<file path="config.mk">
export PLATFORM = sky130hd
export DESIGN_NAME = mem_port_arbiter
export DESIGN_NICKNAME = d
export VERILOG_FILES = /design/src/rtl/rv523_pkg.sv /design/src/rtl/mem_wait_counter.sv /design/src/rtl/mem_port_arbiter.sv
export SDC_FILE = /design/constraint.sdc
export NUM_CORES = 1
export LEC_CHECK = 0
export ABC_AREA = 1
export CAP_MARGIN = 20
export CELL_PAD_IN_SITES_DETAIL_PLACEMENT = 1
export CELL_PAD_IN_SITES_GLOBAL_PLACEMENT = 1
export CORE_ASPECT_RATIO = 0.7
export CORE_MARGIN = 1.5
export CORE_UTILIZATION = 25
export CTS_BUF_LIST = sky130_fd_sc_hd__clkbuf_16
export CTS_CLUSTER_SIZE = 16
export DETAILED_ROUTE_END_ITERATION = 12
export GPL_TIMING_DRIVEN = 0
export PLACE_DENSITY_LB_ADDON = 0.1
export RECOVER_POWER = 25
export SLEW_MARGIN = 20
export SYNTH_ARGS = -nofsm -noshare
export SYNTH_HDL_FRONTEND = slang
export SYNTH_SLANG_ARGS = --single-unit
</file>
<file path="constraint.sdc">
create_clock -name clk -period 1.45 [get_ports clk]
set_input_delay 0.29 -clock clk [delete_from_list [all_inputs] [get_ports clk]]
set_output_delay 0.29 -clock clk [all_outputs]
set_load 0.05 [all_outputs]
</file>
<file path="src/rtl/rv523_pkg.sv">
// Shared definitions for the RV523 memory-port logic: arbiter FSM encoding,
// requester port indices and the default SRAM wait-state count.
package rv523_pkg;

   typedef enum logic [1:0] {
      ST_IDLE   = 2'd0,
      ST_ACCESS = 2'd1,
      ST_DONE   = 2'd2
   } arb_state_e;

   localparam logic PORT_IF = 1'b0;
   localparam logic PORT_LS = 1'b1;

   localparam int WAIT_DEFAULT = 2;

endpackage

</file>
<file path="src/rtl/mem_wait_counter.sv">
// 3-bit loadable down-counter that times the SRAM access window.
// It stops at zero, so it idles at 0 between transactions.
module mem_wait_counter (
   input  logic       clk,
   input  logic       rst,
   input  logic       load,
   input  logic [2:0] load_val,
   output logic       zero
);

   logic [2:0] count_q;

   always_ff @(posedge clk) begin
      if (rst) begin
         count_q <= 3'd0;
      end else if (load) begin
         count_q <= load_val;
      end else if (count_q != 3'd0) begin
         count_q <= count_q - 3'd1;
      end
   end

   assign zero = (count_q == 3'd0);

endmodule

</file>
<file path="src/rtl/mem_port_arbiter.sv">
// Round-robin arbiter and strobe sequencer for the single shared SRAM port,
// serving instruction fetch (read-only) and load/store (read/write).
module mem_port_arbiter
   import rv523_pkg::*;
#(
   parameter int AW   = 16,
   parameter int DW   = 32,
   parameter int WAIT = WAIT_DEFAULT
) (
   input  logic          clk,
   input  logic          rst,
   input  logic          if_req,
   input  logic [AW-1:0] if_addr,
   output logic          if_ack,
   input  logic          ls_req,
   input  logic          ls_we,
   input  logic [AW-1:0] ls_addr,
   input  logic [DW-1:0] ls_wdata,
   output logic          ls_ack,
   output logic [DW-1:0] rdata,
   output logic          mem_cs,
   output logic          mem_oe,
   output logic          mem_we,
   output logic [AW-1:0] mem_addr,
   output logic [DW-1:0] mem_wdata,
   input  logic [DW-1:0] mem_rdata
);

   // Handshake: a requester raises req with stable address/data and holds it
   // until its one-cycle ack; in the cycle after ack, req is low or a new
   // transaction. Requests are only sampled in IDLE, so ones arriving during
   // ACCESS/DONE simply wait.

   // Legal WAIT is 0..7; only the low three bits reach the counter.
   localparam logic [2:0] WAIT_L = 3'(WAIT);

   arb_state_e    state_q, state_d;
   logic          last_grant_q, last_grant_d;
   logic          port_q, port_d;
   logic          we_q, we_d;
   logic [AW-1:0] addr_d;
   logic [DW-1:0] wdata_d;
   logic          cs_d, oe_d, wes_d;
   logic          if_ack_d, ls_ack_d;
   logic          rdata_en;
   logic          cnt_load, cnt_zero;

   mem_wait_counter u_wait_counter (
      .clk      (clk),
      .rst      (rst),
      .load     (cnt_load),
      .load_val (WAIT_L),
      .zero     (cnt_zero)
   );

   always_comb begin
      state_d      = state_q;
      last_grant_d = last_grant_q;
      port_d       = port_q;
      we_d         = we_q;
      addr_d       = mem_addr;
      wdata_d      = mem_wdata;
      cs_d         = 1'b0;
      oe_d         = 1'b0;
      wes_d        = 1'b0;
      if_ack_d     = 1'b0;
      ls_ack_d     = 1'b0;
      rdata_en     = 1'b0;
      cnt_load     = 1'b0;

      case (state_q)
         ST_IDLE: begin
            if (if_req || ls_req) begin
               if (if_req && ls_req) begin
                  port_d = ~last_grant_q;
               end else begin
                  port_d = ls_req ? PORT_LS : PORT_IF;
               end
               // Fetch keeps the previous write data to avoid bus toggling.
               if (port_d == PORT_LS) begin
                  we_d    = ls_we;
                  addr_d  = ls_addr;
                  wdata_d = ls_wdata;
               end else begin
                  we_d    = 1'b0;
                  addr_d  = if_addr;
               end
               cnt_load = 1'b1;
               state_d  = ST_ACCESS;
               cs_d     = 1'b1;
               oe_d     = ~we_d;
               wes_d    = we_d;
            end
         end

         ST_ACCESS: begin
            if (cnt_zero) begin
               state_d      = ST_DONE;
               last_grant_d = port_q;
               rdata_en     = ~we_q;
               if_ack_d     = (port_q == PORT_IF);
               ls_ack_d     = (port_q == PORT_LS);
            end else begin
               cs_d  = 1'b1;
               oe_d  = ~we_q;
               wes_d = we_q;
            end
         end

         ST_DONE: begin
            state_d = ST_IDLE;
         end

         default: begin
            state_d = ST_IDLE;
         end
      endcase
   end

   // Strobes and acks are computed one cycle ahead so every output is a flop.
   always_ff @(posedge clk) begin
      if (rst) begin
         state_q      <= ST_IDLE;
         last_grant_q <= PORT_IF;
         port_q       <= PORT_IF;
         we_q         <= 1'b0;
         mem_addr     <= '0;
         mem_wdata    <= '0;
         mem_cs       <= 1'b0;
         mem_oe       <= 1'b0;
         mem_we       <= 1'b0;
         if_ack       <= 1'b0;
         ls_ack       <= 1'b0;
         rdata        <= '0;
      end else begin
         state_q      <= state_d;
         last_grant_q <= last_grant_d;
         port_q       <= port_d;
         we_q         <= we_d;
         mem_addr     <= addr_d;
         mem_wdata    <= wdata_d;
         mem_cs       <= cs_d;
         mem_oe       <= oe_d;
         mem_we       <= wes_d;
         if_ack       <= if_ack_d;
         ls_ack       <= ls_ack_d;
         if (rdata_en) begin
            rdata <= mem_rdata;
         end
      end
   end

endmodule

</file>
==> flow_summary_export.csv <==
group,metric,value,unit
run_status,outcome,"finished, final reports clean",
layout,num_antenna_cells,0,
clocking,clk_latency,350,ps
logic_synthesis,synthAdderAreaFrac,0.00630,
logic_synthesis,synth_top_area_frac,0.469,
global_route,grt.overflow.total,0,
power_and_ir_drop,ir_drop,576,µV
critical_path,start_kind,"flop",
drt,routedWlPerCell,13.4,µm
power_and_ir_drop,powerDensity,1530,mW/mm²
global_route,grtUsageTotal,0.162,
logic_synthesis,yosys-top-cells-area,"dfxtp_1 47%, nand2_1 18%, nor2_1 13%",
layout,stdcell_count,1008,
drt,dr.first_iter.drc_count,87,
critical_path,cp.required,1690,ps
logic_synthesis,synth_area_leader_cell,"dfxtp_1",
hold_path,hp-class,"reg2reg",
timing,finalMaxSlewViolations,0,
logic_synthesis,ys_top_cells_by_count,"190 x nand2_1, 140 x nor2_1, 93 x dfxtp_1",
global_route,grt_pass1_wl,21100,µm
logic_synthesis,synth-compound-area-share,0.0132,
floorplanning,start_util,0.256,
clocking,cts_buffers,9,
logic_synthesis,yosys_warnings,0,
global_route,antenna_found_initial,0,
timing,period_needed,1410,ps
clocking,cts_root_buf,"clkbuf_16",
logic_synthesis,synth_edf_count,0,
critical_path,cp.arrival,1650,ps
clocking,path_clk_slew,60,ps
clocking,clock_sinks,93,
clocking,clk_path_buf_depth,2,
place,gp_congestion,0.763,
logic_synthesis,synth.avg_cell_area,6.63,µm²
critical_path,rr_startpoint,"u_wait_counter.count_q[1]$_SDFFE_PP0P_",
power_and_ir_drop,power_leakage,3.16,nW
logic_synthesis,ys.flop_type,"dfxtp_1",
logic_synthesis,ys_seq_area_frac,0.469,
timing,period_share,0.972,
logic_synthesis,ys_seq_elements,93,
drt,viasPerCell,4.15,
power_and_ir_drop,power,10.3,mW
floorplanning,die-width,154,µm
logic_synthesis,syn-cell-area,0.00397,mm²
hold_path,hold_start,"port_q$_SDFFE_PP0P_",
floorplanning,pin_count,186,
timing,tightest_slew,529,ps
critical_path,critical_path_class,"reg2reg",
floorplanning,die_area,0.0167,mm²
logic_synthesis,synth_cells,599,
drt,vias,4179,
floorplanning,coreArea,0.0155,mm²
place,place_inst,984,
clocking,cts_htree_levels,3,
critical_path,cp-startpoint,"u_wait_counter.count_q[1]$_SDFFE_PP0P_",
drt,first_pass_iters,4,
critical_path,end_kind,"flop",
logic_synthesis,syn_nets,702,
layout,drive_gt1_frac,0.200,
logic_synthesis,synthArstFlopShare,0,
layout,nets,906,
clocking,cts_tree,"done",
global_route,grt_pass1_vias,4314,
logic_synthesis,synth_cell_types,21,
logic_synthesis,yosys.area_share.simple,0.385,
drt,ant_nets,0,
clocking,holdBufCountCts,0,
place,port_buffers,185,
global_route,grt_max_degree,17,
logic_synthesis,yosys-mux-area-fraction,0,
floorplanning,rows,38,
critical_path,worst-path-max-fanout,8,
timing,whs,421,ps
layout,area_growth,69.7,%
drt,totalWireLength,13500,µm
place,hpwl,9950,µm
layout,nFillCells,1926,
timing,relSlewSlack,0.648,
timing,hold_viol_final,0,
drt,drc_errors,0,
logic_synthesis,synth.most_common_cell,"nand2_1",
critical_path,r2r_setup_slack,40,ps
logic_synthesis,synthXorXnorAreaFrac,0,
logic_synthesis,synth_top_family_by_area,"simple AND/OR/NAND/NOR gates",
timing,setup_violations,0,
timing,max_freq,709,MHz
timing,finClkSkew,8.04,ps
floorplanning,chipHeight,108,µm
flow_run,maxCapViolCount,0,
cell families after synthesis:
| logic type | count (synthesis) |
|---|---|
| adder cells (fa/ha/maj) | 2 |
| buffers and inverters | 120 |
| AO/OA/AOI/OAI | 10 |
| flip-flops | 93 |
| AND/OR/NAND/NOR | 374 |
state kept, by name (all words and copies together) (netlist names):
signal                  flops
if_ack                      1
mem_addr                   16
we_q                        1
state_q                     2
port_q                      1
mem_wdata                  32
mem_cs                      1
u_wait_counter.count_q      3
mem_we                      1
ls_ack                      1
rdata                      32
last_grant_q                1
mem_oe                      1
power breakdown:
part / internal (mW) / switching [mW] / leakage (nW)
Sequential: 3.06 / 0.277 / 0.767
Clock: 1.31 / 1.01 / 0.147
Combinational: 1.65 / 2.98 / 2.24
Total: 6.02 / 4.26 / 3.16
layout make-up:
| class | instances | area, µm² | area share |
|---|---|---|---|
| Buffer | 25 | 203 | 0.0301 |
| Clock inverter | 7 | 58.8 | 0.00873 |
| Sequential cell | 93 | 1870 | 0.277 |
| Inverter | 93 | 354 | 0.0525 |
| Tap cell | 200 | 250 | 0.0371 |
| Multi-Input combinational cell | 387 | 1710 | 0.254 |
| Timing Repair Buffer | 194 | 2070 | 0.307 |
| Clock buffer | 9 | 225 | 0.0334 |
metrics by stage:
stage	setup TNS, ps	utilization	setup slack, ps	cell area, µm²
5_1_grt	-276	0.435	-44.3	6740
2_1_floorplan	0	-	23.0	3970
3_5_place_dp	-35270	0.392	-529	6070
6_report	0	0.435	40.4	6740
4_1_cts	-1090	0.430	-62.2	6660
3_3_place_gp	-30320	0.392	-452	6070
worst paths after layout:
| check | end | depth (start not counted) |
|---|---|---|
| worst max register to register | rdata[31]$_SDFFE_PP0P_ | 9 |
| worst min register to register | if_ack$_SDFF_PP0_ | 1 |
| worst min-delay path | if_ack$_SDFF_PP0_ | 1 |
| worst max-delay path | rdata[31]$_SDFFE_PP0P_ | 9 |
placed cells by master, fill, tap and decap left out, types with 2 or more instances in the layout:
master             n
clkdlybuf4s15_2   84
buf_2              6
nor2_1           137
clkbuf_16         10
nand2_1          170
clkdlybuf4s50_1   98
nor2_2             2
inv_1             92
buf_8              6
dfxtp_1           91
clkinv_1           2
nand2_2           20
buf_1              2
o21ai_0            3
clkbuf_4           2
buf_6              5
inv_4              2
nor2_4             5
nand3_1           21
buf_4              8
nand2_4            2
o22ai_1            2
nand3b_1          16
a21oi_1            5
clkbuf_1           3
routing by layer:
metal | vias up | track usage | wire length [µm]
met2 | 103 | 0.267 | 6120
met4 | 0 | 0.0458 | 131
met3 | 9 | 0.0549 | 864
li1 | 2155 | - | -
met1 | 1912 | 0.202 | 6400
met5 | - | 0 | 0
repair_timing:
item | 4_1_cts | 5_1_grt
buffers inserted | 4 | 2
pin swaps | 11 | 5
gates resized for setup | 302 | 18
gates cloned | 3 | 1
endpoints found under the setup margin | 158 | 79
worst max-delay path: stages, from the launching register on:
cell	delay, ps
dfxtp_2	340
nor2_4	140
ha_4	180
nand2_8	60
nor2_4	100
buf_12	160
clkbuf_16	150
nand2_1	50
nand2_1	50
nor2_1	50
Power figures use the tool's default switching activity.
